===== config.mk =====
export PLATFORM = sky130hd
export DESIGN_NAME = va_shifter
export DESIGN_NICKNAME = d
export VERILOG_FILES = /design/src/rtl/va_defs.sv /design/src/rtl/va_dly.sv /design/src/rtl/va_shifter.sv
export SDC_FILE = /design/constraint.sdc
export NUM_CORES = 1
export LEC_CHECK = 0
export CORE_UTILIZATION = 50
export DETAILED_ROUTE_END_ITERATION = 12
export DONT_BUFFER_PORTS = 1
export SYNTH_ARGS = -nofsm -noshare
export SYNTH_HDL_FRONTEND = slang
export SYNTH_SLANG_ARGS = --single-unit

===== constraint.sdc =====
create_clock -name PIN_CLK -period 3.55 [get_ports PIN_CLK]
set_input_delay 0.5325 -clock PIN_CLK [delete_from_list [all_inputs] [get_ports PIN_CLK]]
set_output_delay 0.5325 -clock PIN_CLK [all_outputs]
set_load 0.005 [all_outputs]

===== src/rtl/va_defs.sv =====
// Shared definitions for the video shifter: default transfer delay, word length
// and the 2-bit colour codes used in colour mode.
package va_defs;

  localparam int XFER_DLY_DEF = 4;
  localparam int WORD_LEN     = 16;

  typedef logic [WORD_LEN-1:0] word_t;

  typedef enum logic [1:0] {
    BLACK = 2'b00,
    BLUE  = 2'b01,
    GREEN = 2'b10,
    RED   = 2'b11
  } color_code_t;

endpackage


===== src/rtl/va_dly.sv =====
// Fixed-depth single-bit delay line with a configurable reset value.
module va_dly #(
  parameter int   DEPTH   = 5,
  parameter logic RST_VAL = 1'b1
) (
  input  logic CLKIN,
  input  logic RESET,
  input  logic din,
  output logic dout
);

  logic [DEPTH-1:0] pipe;

  generate
    if (DEPTH == 1) begin : g_single
      always_ff @(posedge CLKIN) begin
        if (RESET) pipe <= {DEPTH{RST_VAL}};
        else       pipe <= din;
      end
    end else begin : g_chain
      always_ff @(posedge CLKIN) begin
        if (RESET) pipe <= {DEPTH{RST_VAL}};
        else       pipe <= {pipe[DEPTH-2:0], din};
      end
    end
  endgenerate

  assign dout = pipe[DEPTH-1];

endmodule


===== src/rtl/va_shifter.sv =====
// Video shifter: double-buffered 16-bit word, 2 bits per clock out as mono pairs
// or one-hot colour, with composite sync delayed to match the pixel latency.
module va_shifter
  import va_defs::*;
#(
  parameter int XFER_DLY = XFER_DLY_DEF,
  parameter int SYNC_DLY = XFER_DLY + 1
) (
  input  logic                PIN_CLK,
  input  logic                PIN_R,
  input  logic                PIN_WTI,
  input  logic [WORD_LEN-1:0] PIN_D,
  input  logic                PIN_COLOR,
  input  logic                PIN_nVSYNC,
  output logic [1:0]          PIN_MONO,
  output logic                PIN_RED,
  output logic                PIN_GRN,
  output logic                PIN_BLU,
  output logic                PIN_nSYNCO,
  output logic                PIN_OVR
);

  logic       wti_prev;
  logic       pending;
  logic [2:0] cnt;
  logic       mode;
  word_t      hold;
  word_t      shifter;
  logic       sync_d;
  logic       wti_rise;
  logic       xfer;

  assign wti_rise = PIN_WTI & ~wti_prev;
  assign xfer     = pending && (cnt == 3'd0);

  // An edge landing on the transfer clock is not an overrun: the old word
  // still reaches the shifter on that same clock.
  always_ff @(posedge PIN_CLK) begin
    if (PIN_R) begin
      wti_prev <= 1'b1;
      pending  <= 1'b0;
      cnt      <= 3'd0;
      mode     <= 1'b0;
      hold     <= '0;
      shifter  <= '0;
      PIN_OVR  <= 1'b0;
    end else begin
      wti_prev <= PIN_WTI;
      if (xfer) begin
        shifter <= hold;
        mode    <= PIN_COLOR;
      end else begin
        shifter <= {2'b00, shifter[WORD_LEN-1:2]};
      end
      if (wti_rise) begin
        hold    <= PIN_D;
        pending <= 1'b1;
        cnt     <= 3'(XFER_DLY - 1);
        if (pending && !xfer) PIN_OVR <= 1'b1;
      end else if (xfer) begin
        pending <= 1'b0;
      end else if (pending) begin
        cnt <= cnt - 3'd1;
      end
    end
  end

  va_dly #(
    .DEPTH  (SYNC_DLY),
    .RST_VAL(1'b1)
  ) u_sync_dly (
    .CLKIN(PIN_CLK),
    .RESET(PIN_R),
    .din  (PIN_nVSYNC),
    .dout (sync_d)
  );

  // Sync and pixels share this output register so blanking lines up exactly
  // with the delayed sync.
  always_ff @(posedge PIN_CLK) begin
    if (PIN_R) begin
      PIN_MONO   <= 2'b00;
      PIN_RED    <= 1'b0;
      PIN_GRN    <= 1'b0;
      PIN_BLU    <= 1'b0;
      PIN_nSYNCO <= 1'b1;
    end else begin
      PIN_nSYNCO <= sync_d;
      PIN_MONO   <= 2'b00;
      PIN_RED    <= 1'b0;
      PIN_GRN    <= 1'b0;
      PIN_BLU    <= 1'b0;
      if (sync_d) begin
        if (mode) begin
          case (shifter[1:0])
            BLUE:    PIN_BLU <= 1'b1;
            GREEN:   PIN_GRN <= 1'b1;
            RED:     PIN_RED <= 1'b1;
            default: ;
          endcase
        end else begin
          PIN_MONO <= shifter[1:0];
        end
      end
    end
  end

endmodule


==> impl_results.md, run 1 <==
* Outcome: completed
* WL per Instance at ~12 um
* ANT nets after route at 0
* Netlist cell types at 27
* Dominant cell type by area after synthesis: dfxtp_1
* Starting Density at between 50% and 60%
* I/O Pins at 28
* Routed vias/inst at 5.10
* Layout cell share with drive strength beyond 1 at between 10% and 20%
* CTS Hold Buffers Added at 0
* Pins Over Slew Limit at 0
* RSZ-0062 raised after global routing: no
* Max IR drop VDD at 299 uV
* Sequential power share at 60.8%
* Die Ht at about 61 um
* Initial DRT Pass Iterations at 4
* Top cells by area, synth: dfxtp_1, nand2_1, a21oi_1, a21oi_2, or2_2
* Area delta synth->final at 4.11%
* # rows at 21
* Hold Violations, Final at 0
* Switch share at ~22%
* Worst setup EP type: flop
* Synth top area share at between 50% and 60%
* CTS tree: done
* Post-synthesis cell count at 194
* Max FO, Critical Path at 15
* Ys Warns at 0
* Logic gate share of total power at 3.4%
* PD cells at between 500 and 600 mW/mm^2
* Ant. Diodes at 0
* Clk network pwr share at a little over a third
* Post-layout util at 54.6%
* Leak at 0.615 nW
* Nets at roughly 210
* CP peak stage delay at approximately 0.57 ns
* TNS Setup at 0 ns
* Initial antenna violation count at 0
* CTS root buf: clkbuf_4
* Total CTS buffers at 5
* Clock Latency Late Sink at 0.36 ns
* Mapped Nets at around 220
* Critical Path AT at ~1.9 ns
* CTS H-tree lvls at 2
* Chip width at between 60 and 70 um
* Seq/Total Area, Yosys at between 50% and 60%
* # DRC at 0
* Synthesized area at 0.00176 sq mm
* P_int at 739 uW
* Iter 0 DRT Violations at 60
* Period utilization at 44.3%
* Slew @ Worst Pin at roughly 0.74 ns
* Maxcap violations at 0
* # port buffers at 0
* Clock net sink count at 50
* Relative slew margins at 50.7%
* Congestion Overflow GR at 0
* Max clock buf depth at 2
* Worst hold margin at roughly 0.21 ns
* Clk slew on worst S/H paths at approximately 0.15 ns
* Hold Crit Class: in2reg
* First-pass GRT wire length at around 4600 um
* FMAX at around 640 MHz
* Slowest stage cell, crit path: and3b_1
* Core footprint at 0.00336 sq mm
* Die ar. at between 0.003 and 0.004 sq mm
* Vias at 1209
* Pin count of the biggest net entering global routing at 49
* Final min period at between 1.5 and 2 ns
* P_sw at approximately 210 uW
* Post-DP HPWL at around 1800 um
* Startpoint class of the critical path: flop
* Setup Fix Bufs, Post-CTS at 0
* Worst Path Required at ~3.9 ns
* Setup-failing EPs final at 0
* Syn_area_per_cell at 9.09 sq um
* Vias in the first global route at 1051
* Routed WL at 2890 um
* FF+latch count, synth at 50
* CTS resizes at 0
* Kind of critical path: reg2reg
* All-Layer GR Usage at between 15 and 20%
* CP Cell Sequence: inv_1, ha_1, and3b_1, nand2_1, a21oi_2
* Clk_skew at roughly 0.0085 ns
* Placer Congestion at ~0.71
-- cells in the final DEF, fill, tap and decap left out, types with 2 or more instances in the layout --
master,synthesis,final
a21oi_2,10,10
nand2_2,3,3
and4_1,2,2
inv_1,2,2
dfxtp_1,50,50
clkbuf_4,0,5
nand2b_1,2,2
nand2_1,63,63
nor3b_1,3,3
nor2_1,5,5
or2_2,7,7
nor3_1,2,2
a21oi_1,22,22
inv_6,0,2
ha_1,2,2
-- layout make-up --
class                           instances  area [sq um]
Clock inverter                          3          47.5
Sequential cell                        50          1000
Inverter                                2          7.51
Clock buffer                            5          37.5
Tap cell                               46          57.6
Timing Repair Buffer                    1          7.51
Multi-Input combinational cell        130           678
Fill cell                             347          1530
-- worst max-delay path: cells and delay by family (launching register included) --
kind / cells / cell delay [ns]
buffers and inverters: 1 / 0.09
AO/OA/AOI/OAI: 1 / 0.13
adder cells (fa/ha/maj): 1 / 0.22
flip-flops: 1 / 0.35
AND/OR/NAND/NOR: 2 / 0.73
-- routing by layer --
metal	vias to the layer above	GRT usage, %	wire, um
met4	0	4.76	16
met2	23	28.6	1450
met5	-	0	0
li1	621	-	-
met3	2	8.82	154
met1	563	19.1	1270
-- synth_stat cells --
cell type	number
nand2_1	63
dfxtp_1	50
a21oi_1	22
a21oi_2	10
or2_2	7
buf_2	5
nor2_1	5
clkbuf_1	3
nand2_2	3
nor3b_1	3
and4_1	2
buf_4	2
ha_1	2
inv_1	2
nand2b_1	2
nor3_1	2
a211oi_1	1
a311oi_1	1
a31oi_1	1
and3b_1	1
buf_6	1
buf_8	1
mux2i_1	1
nand3b_1	1
nand3b_2	1
nor2b_1	1
nor4b_1	1
-- logic make-up (layout without fill, tap and decap cells) --
family                   count (synthesis)  after routing  synth area share [%]
AND/OR/NAND/NOR                         92             92                  24.0
adder cells (fa/ha/maj)                  2              2                  1.42
AO/OA/AOI/OAI                           35             35                  12.5
multiplexers                             1              1                 0.567
buffers and inverters                   14             11                  4.82
flip-flops                              50             50                  56.7
-- per-stage QoR --
step	power (mW)	instance area, sq um	worst slack (ns)	instances
2_1_floorplan	0.627	1760	2.28	194
3_3_place_gp	0.621	1750	1.98	229
5_1_grt	0.993	1840	1.79	237
6_report	0.952	1840	1.98	237
4_1_cts	0.960	1840	1.95	237
3_5_place_dp	0.623	1750	1.89	229
-- state kept, by name, summed over array words and instances (netlist names) --
signal           cells
hold                16
shifter             16
u_sync_dly.pipe      5
cnt                  3
PIN_MONO             2
PIN_BLU              1
PIN_GRN              1
PIN_OVR              1
PIN_RED              1
PIN_nSYNCO           1
mode                 1
pending              1
wti_prev             1
-- worst paths after layout --
path	to	depth (start not counted)	start	slack (ns)
max	shifter[8]	5	cnt[0]	1.98
min	shifter[7]	1	PIN_R	0.21
max reg2reg	shifter[8]	5	cnt[0]	1.98
min reg2reg	u_sync_dly.pipe[3]	1	u_sync_dly.pipe[2]	0.43
-- power groups by stage --
| stage | clock (mW) | combinational [mW] | sequential (mW) |
|---|---|---|---|
| final | 0.341 | 0.0319 | 0.579 |
| after global routing | 0.376 | 0.0365 | 0.580 |
| after CTS | 0.349 | 0.0322 | 0.579 |
| after detailed placement | 0 | 0.0322 | 0.591 |
| after global placement | 0 | 0.0308 | 0.591 |
| after floorplan | 0 | 0.0374 | 0.589 |
No activity file was read; power rests on OpenSTA's default activity.
==> run 2: changes to the inputs <==
Clock period 3.55 ns to 1.6 ns, I/O delays scaled along.
==> impl_results.md, run 2 (synthesis gave the netlist of run 1 again) <==
* Hold Violations, Final at 0 (unchanged)
* WL per Instance at 11.3 um (was 12.2 um)
* Layout cell share with drive strength beyond 1 at 15.6% (was 15.7%)
* RSZ-0062 raised after global routing: no (unchanged)
* Slew @ Worst Pin at 0.390 ns (was 0.740 ns)
* Worst path top cell family by delay: simple AND/OR/NAND/NOR gates (unchanged)
* Iter 0 DRT Violations at 42 (was 60)
* Commonest cells after routing, fill and taps aside: nand2_1, dfxtp_1, a21oi_1, dlygate4sd3_1, a21oi_2 (was nand2_1, dfxtp_1, a21oi_1, a21oi_2, or2_2)
* Area delta synth->final at 18.0% (was 4.11%)
* Maxcap violations at 0 (unchanged)
* Slowest stage cell, crit path: dfxtp_1 (was and3b_1)
* # DRC at 0 (unchanged)
* Post-DP HPWL at 1850 um (was 1840 um)
* Clk slew on worst S/H paths at 0.13 ns (was 0.15 ns)
* Max FO, Critical Path at 4 (was 15)
* PD cells at 1120 mW/mm^2 (was 518 mW/mm^2)
* Routed vias/inst at 4.94 (was 5.10)
* TNS Setup at 0 ns (unchanged)
* Initial DRT Pass Iterations at 4 (unchanged)
* Clock Latency Late Sink at 0.37 ns (was 0.36 ns)
* Period utilization at 83.9% (was 44.3%)
* Buf/Inv on CP at 1 (unchanged)
* Worst Path Required at 1.88 ns (was 3.86 ns)
* First-pass GRT wire length at 4940 um (was 4560 um)
* Leak at 0.720 nW (was 0.615 nW)
* Critical Path AT at 1.62 ns (was 1.88 ns)
* CTS root buf: clkbuf_4 (unchanged)
* Clock net sink count at 50 (unchanged)
* Outcome: completed (unchanged)
* Max clock buf depth at 2 (unchanged)
* Worst setup EP type: flop (unchanged)
* Die ar. at 0.00377 sq mm (unchanged)
* ANT nets after route at 0 (unchanged)
* CTS tree: done (unchanged)
* Congestion Overflow GR at 0 (unchanged)
* Regs by FF count: hold x16, shifter x16, u_sync_dly.pipe x5 (unchanged)
* Nets at 234 (was 213)
* Die Ht at 61.4 um (unchanged)
* FMAX at 745 MHz (was 636 MHz)
* Vias in the first global route at 1172 (was 1051)
* Kind of critical path: reg2reg (unchanged)
* Core footprint at 0.00336 sq mm (unchanged)
* I/O Pins at 28 (unchanged)
* Vias at 1275 (was 1209)
* Commonest non-fill, non-tap cell in the layout: nand2_1 (unchanged)
* Relative slew margins at 74.0% (was 50.7%)
* Pin count of the biggest net entering global routing at 48 (was 49)
* CP peak stage delay at 0.34 ns (was 0.57 ns)
* Max IR drop VDD at 646 uV (was 299 uV)
* Initial antenna violation count at 0 (unchanged)
* Startpoint class of the critical path: flop (unchanged)
* Post-layout util at 61.9% (was 54.6%)
* Clk_skew at 0.00689 ns (was 0.00847 ns)
* # rows at 21 (unchanged)
* Ant. Diodes at 0 (unchanged)
* Starting Density at 52.5% (unchanged)
* Chip width at 61.4 um (unchanged)
* Pins Over Slew Limit at 0 (unchanged)
* Total CTS buffers at 5 (unchanged)
* Setup-failing EPs final at 0 (unchanged)
* CTS H-tree lvls at 2 (unchanged)
* Overall power at 2.33 mW (was 952 uW)
* All-Layer GR Usage at 18.4% (was 17.1%)
* Worst hold margin at 0.0691 ns (was 0.210 ns)
* # port buffers at 0 (unchanged)
* Hold Crit Class: in2reg (unchanged)
* Placer Congestion at 0.736 (was 0.713)
* CP Cell Sequence: inv_1, ha_1, nand2b_1, and4_1, a311oi_1 (was inv_1, ha_1, and3b_1, nand2_1, a21oi_2)
* Final min period at 1.34 ns (was 1.57 ns)
* Routed WL at 2920 um (was 2890 um)
run 2: layout make-up:
cell class,count,area [sq um]
Clock buffer,6,51.3
Clock inverter,2,60.1
Fill cell,333,1280
Inverter,2,7.51
Multi-Input combinational cell,130,679
Sequential cell,50,1000
Tap cell,46,57.6
Timing Repair Buffer,22,225
run 2: what timing repair did:
action / in CTS / in global routing
setup buffers: 0 / 0
endpoints found under the setup margin: 0 / 13
hold buffers: 20 / 0
hold endpoints to repair: 47 / 0
gates resized for setup: 0 / 1
run 2: per-stage QoR:
step	cells	cell area [sq um]	setup WS (ns)
6_report	258	2080	0.258
5_1_grt	258	2080	0.134
4_1_cts	258	2080	0.0809
3_5_place_dp	230	1760	0.103
3_3_place_gp	230	1760	0.155
2_1_floorplan	194	1760	0.326
run 2: worst paths after layout:
path | from | endpoint | slack (ns) | cells past startpoint
min | PIN_R | PIN_MONO[0] | 0.07 | 2
min reg2reg | u_sync_dly.pipe[0] | u_sync_dly.pipe[1] | 0.43 | 1
max reg2reg | cnt[0] | cnt[1] | 0.26 | 5
max | cnt[0] | cnt[1] | 0.26 | 5
run 2: metal layers:
metal | GRT usage (%) | share of wire (%)
met3 | 5.88 | 4.5
met2 | 30.4 | 47
met4 | 9.52 | 2.2
met1 | 21.5 | 46
met5 | 0 | 0
run 2: power breakdown:
| part | switching [mW] | internal (mW) | total (mW) |
|---|---|---|---|
| logic | 0.0671 | 0.0641 | 0.131 |
| clock network | 0.383 | 0.529 | 0.912 |
| registers | 0.0132 | 1.27 | 1.28 |
==> run 3: changes to the inputs <==
Settings changed: PLACE_DENSITY from default to 0.68.
Clock period 1.6 ns to 1.12 ns, I/O delays scaled along.
==> impl_results.md, run 3 (synthesis gave the netlist of run 1 again) <==
* Switch share at 23.3% (was 19.9%)
* Hold Crit Class: in2reg (unchanged)
* P_int at 2.15 mW (was 1.86 mW)
* Clk_skew at 0.00868 ns (was 0.00689 ns)
* Clock Latency Late Sink at 0.36 ns (was 0.37 ns)
* CP peak stage delay at 0.35 ns (was 0.34 ns)
* Max FO, Critical Path at 8 (was 4)
* Sequential power share at 65.7% (was 55.2%)
* Setup-failing EPs final at 18 (was 0)
* RSZ-0062 raised after global routing: yes (was no)
* Final min period at 1.20 ns (was 1.34 ns)
* All-Layer GR Usage at 18.5% (was 18.4%)
* Starting Density at 52.5% (unchanged)
* Flop-to-flop setup slack at -0.08 ns (was 0.26 ns)
* Initial DRT Pass Iterations at 4 (unchanged)
* Clock net sink count at 50 (unchanged)
* WL per Instance at 13.1 um (was 11.3 um)
* Slew @ Worst Pin at 0.237 ns (was 0.390 ns)
* Period utilization at 108% (was 83.9%)
* Worst setup EP type: flop (unchanged)
* DP Area at 0.00187 sq mm (was 0.00176 sq mm)
* CTS H-tree lvls at 2 (unchanged)
* Ant. Diodes at 0 (unchanged)
* Outcome: complete, but fails checks (was completed)
* Clk network pwr share at 28.3% (was 39.2%)
* Regs by FF count: hold x16, shifter x16, u_sync_dly.pipe x5 (unchanged)
* CTS root buf: clkbuf_4 (unchanged)
* Routed vias/inst at 5.17 (was 4.94)
* Iter 0 DRT Violations at 55 (was 42)
* Core footprint at 0.00336 sq mm (unchanged)
* FMAX at 830 MHz (was 745 MHz)
* Nets at 225 (was 234)
* Commonest non-fill, non-tap cell in the layout: nand2_1 (unchanged)
* Critical Path AT at 1.51 ns (was 1.62 ns)
* Kind of critical path: reg2reg (unchanged)
* CP Cell Sequence: inv_2, ha_4, and3b_2, buf_12, nand2_4, a21oi_2 (was inv_1, ha_1, nand2b_1, and4_1, a311oi_1)
* I/O Pins at 28 (unchanged)
* FILL cells at 327 (was 333)
* TNS Setup at -1.04 ns (was 0 ns)
* # DRC at 0 (unchanged)
* CTS tree: done (unchanged)
* Initial antenna violation count at 0 (unchanged)
* Worst Path Required at 1.42 ns (was 1.88 ns)
* Post-layout util at 61.3% (was 61.9%)
* Commonest cells after routing, fill and taps aside: nand2_1, dfxtp_1, a21oi_1, a21oi_2, nand2_2 (was nand2_1, dfxtp_1, a21oi_1, dlygate4sd3_1, a21oi_2)
* Post-route cell area at 0.00206 sq mm (was 0.00208 sq mm)
* Routed WL at 3250 um (was 2920 um)
* # rows at 21 (unchanged)
* Layout cell share with drive strength beyond 1 at 33.0% (was 15.6%)
* First-pass GRT wire length at 5060 um (was 4940 um)
* CTS Hold Buffers Added at 2 (was 20)
* Max clock buf depth at 2 (unchanged)
* Pin count of the biggest net entering global routing at 49 (was 48)
* Hold Path Depth at 1 (was 2)
* Logic gate share of total power at 6.0% (was 5.6%)
* Leak at 0.761 nW (was 0.720 nW)
* Startpoint class of the critical path: flop (unchanged)
* Die Ht at 61.4 um (unchanged)
* PD cells at 1360 mW/mm^2 (was 1120 mW/mm^2)
* Failing checks: hold timing, setup timing
* R2R depth at 6 (was 5)
* Overall power at 2.80 mW (was 2.33 mW)
* Relative slew margins at 84.0% (was 74.0%)
* Clk slew on worst S/H paths at 0.14 ns (was 0.13 ns)
* Vias in the first global route at 1218 (was 1172)
* Pre-CTS WS at -0.0573 ns (was 0.103 ns)
* # port buffers at 0 (unchanged)
* Worst hold margin at -0.150 ns (was 0.0691 ns)
* Congestion Overflow GR at 0 (unchanged)
* Chip width at 61.4 um (unchanged)
* Placer Congestion at 0.740 (was 0.736)
* Hold Violations, Final at 47 (was 0)
* Maxcap violations at 0 (unchanged)
* Post-DP HPWL at 2020 um (was 1850 um)
* Die ar. at 0.00377 sq mm (unchanged)
* Slowest stage cell, crit path: dfxtp_2 (was dfxtp_1)
* Final WS setup at -0.0849 ns (was 0.258 ns)
* ANT nets after route at 0 (unchanged)
* Area delta synth->final at 16.8% (was 18.0%)
* P_sw at 652 uW (was 463 uW)
* Vias at 1288 (was 1275)
* Total CTS buffers at 5 (unchanged)
* Max IR drop VDD at 774 uV (was 646 uV)
* Pins Over Slew Limit at 0 (unchanged)
==> run 3: changes by cell type in the layout (fill, tap and decap cells not counted), sizes merged <==
cell,before,now
clkinv,0,2
dlygate4sd3,19,2
bufinv,2,0
clkbuf,6,7
buf,3,10
==> run 3: final timing paths <==
| path | from | to |
|---|---|---|
| worst max-delay path | cnt[0] | shifter[2] |
| worst min-delay path | PIN_R | shifter[7] |
| worst max register to register | cnt[0] | shifter[2] |
| worst min register to register | u_sync_dly.pipe[3] | u_sync_dly.pipe[4] |
==> run 3: timing repair <==
action                                  4_1_cts  5_1_grt
endpoints found under the setup margin       18       22
pin swaps                                     2        3
buffers inserted                              1        0
gates resized for setup                       4       19
endpoints found under the hold margin        47       48
gates cloned                                  0        1
==> run 3: area by class of cell <==
class / instances / area (sq um) / share of cell area, %
Clock inverter: 2 / 13.8 / 0.668
Timing Repair Buffer: 13 / 149 / 7.23
Sequential cell: 50 / 1000 / 48.7
Tap cell: 46 / 57.6 / 2.79
Clock buffer: 6 / 41.3 / 2.00
Inverter: 2 / 7.51 / 0.364
Multi-Input combinational cell: 130 / 788 / 38.3
==> run 3: worst max-delay path: cells and delay by family (launching register included) <==
family	cells	cell delay (ns)
adder cells (fa/ha/maj)	1	0.14
flip-flops	1	0.35
buffers and inverters	2	0.23
AO/OA/AOI/OAI	1	0.12
AND/OR/NAND/NOR	2	0.31
==> run 3: through the flow <==
stage | hold slack, ns | std cells
2_1_floorplan | 0.272 | 194
3_3_place_gp | 0.236 | 237
3_5_place_dp | 0.238 | 237
4_1_cts | -0.169 | 248
5_1_grt | -0.182 | 249
6_report | -0.150 | 249
==> run 3: power groups by stage <==
stage / Combinational (mW) / Clock (mW) / Sequential [mW]
after detailed placement: 0.140 / 0 / 1.88
final: 0.169 / 0.793 / 1.84
after global routing: 0.190 / 0.899 / 1.85
after CTS: 0.152 / 0.827 / 1.84
after floorplan: 0.127 / 0 / 1.87
after global placement: 0.133 / 0 / 1.87
==> run 3: per-layer routing <==
| layer | track usage [%] | vias to the layer above | part of all wire (%) |
|---|---|---|---|
| li1 | - | 646 | - |
| met1 | 21.3 | 597 | 40 |
| met2 | 31.8 | 32 | 52 |
| met3 | 4.20 | 13 | 4.1 |
| met4 | 9.84 | 0 | 3.9 |
| met5 | 0 | - | 0 |
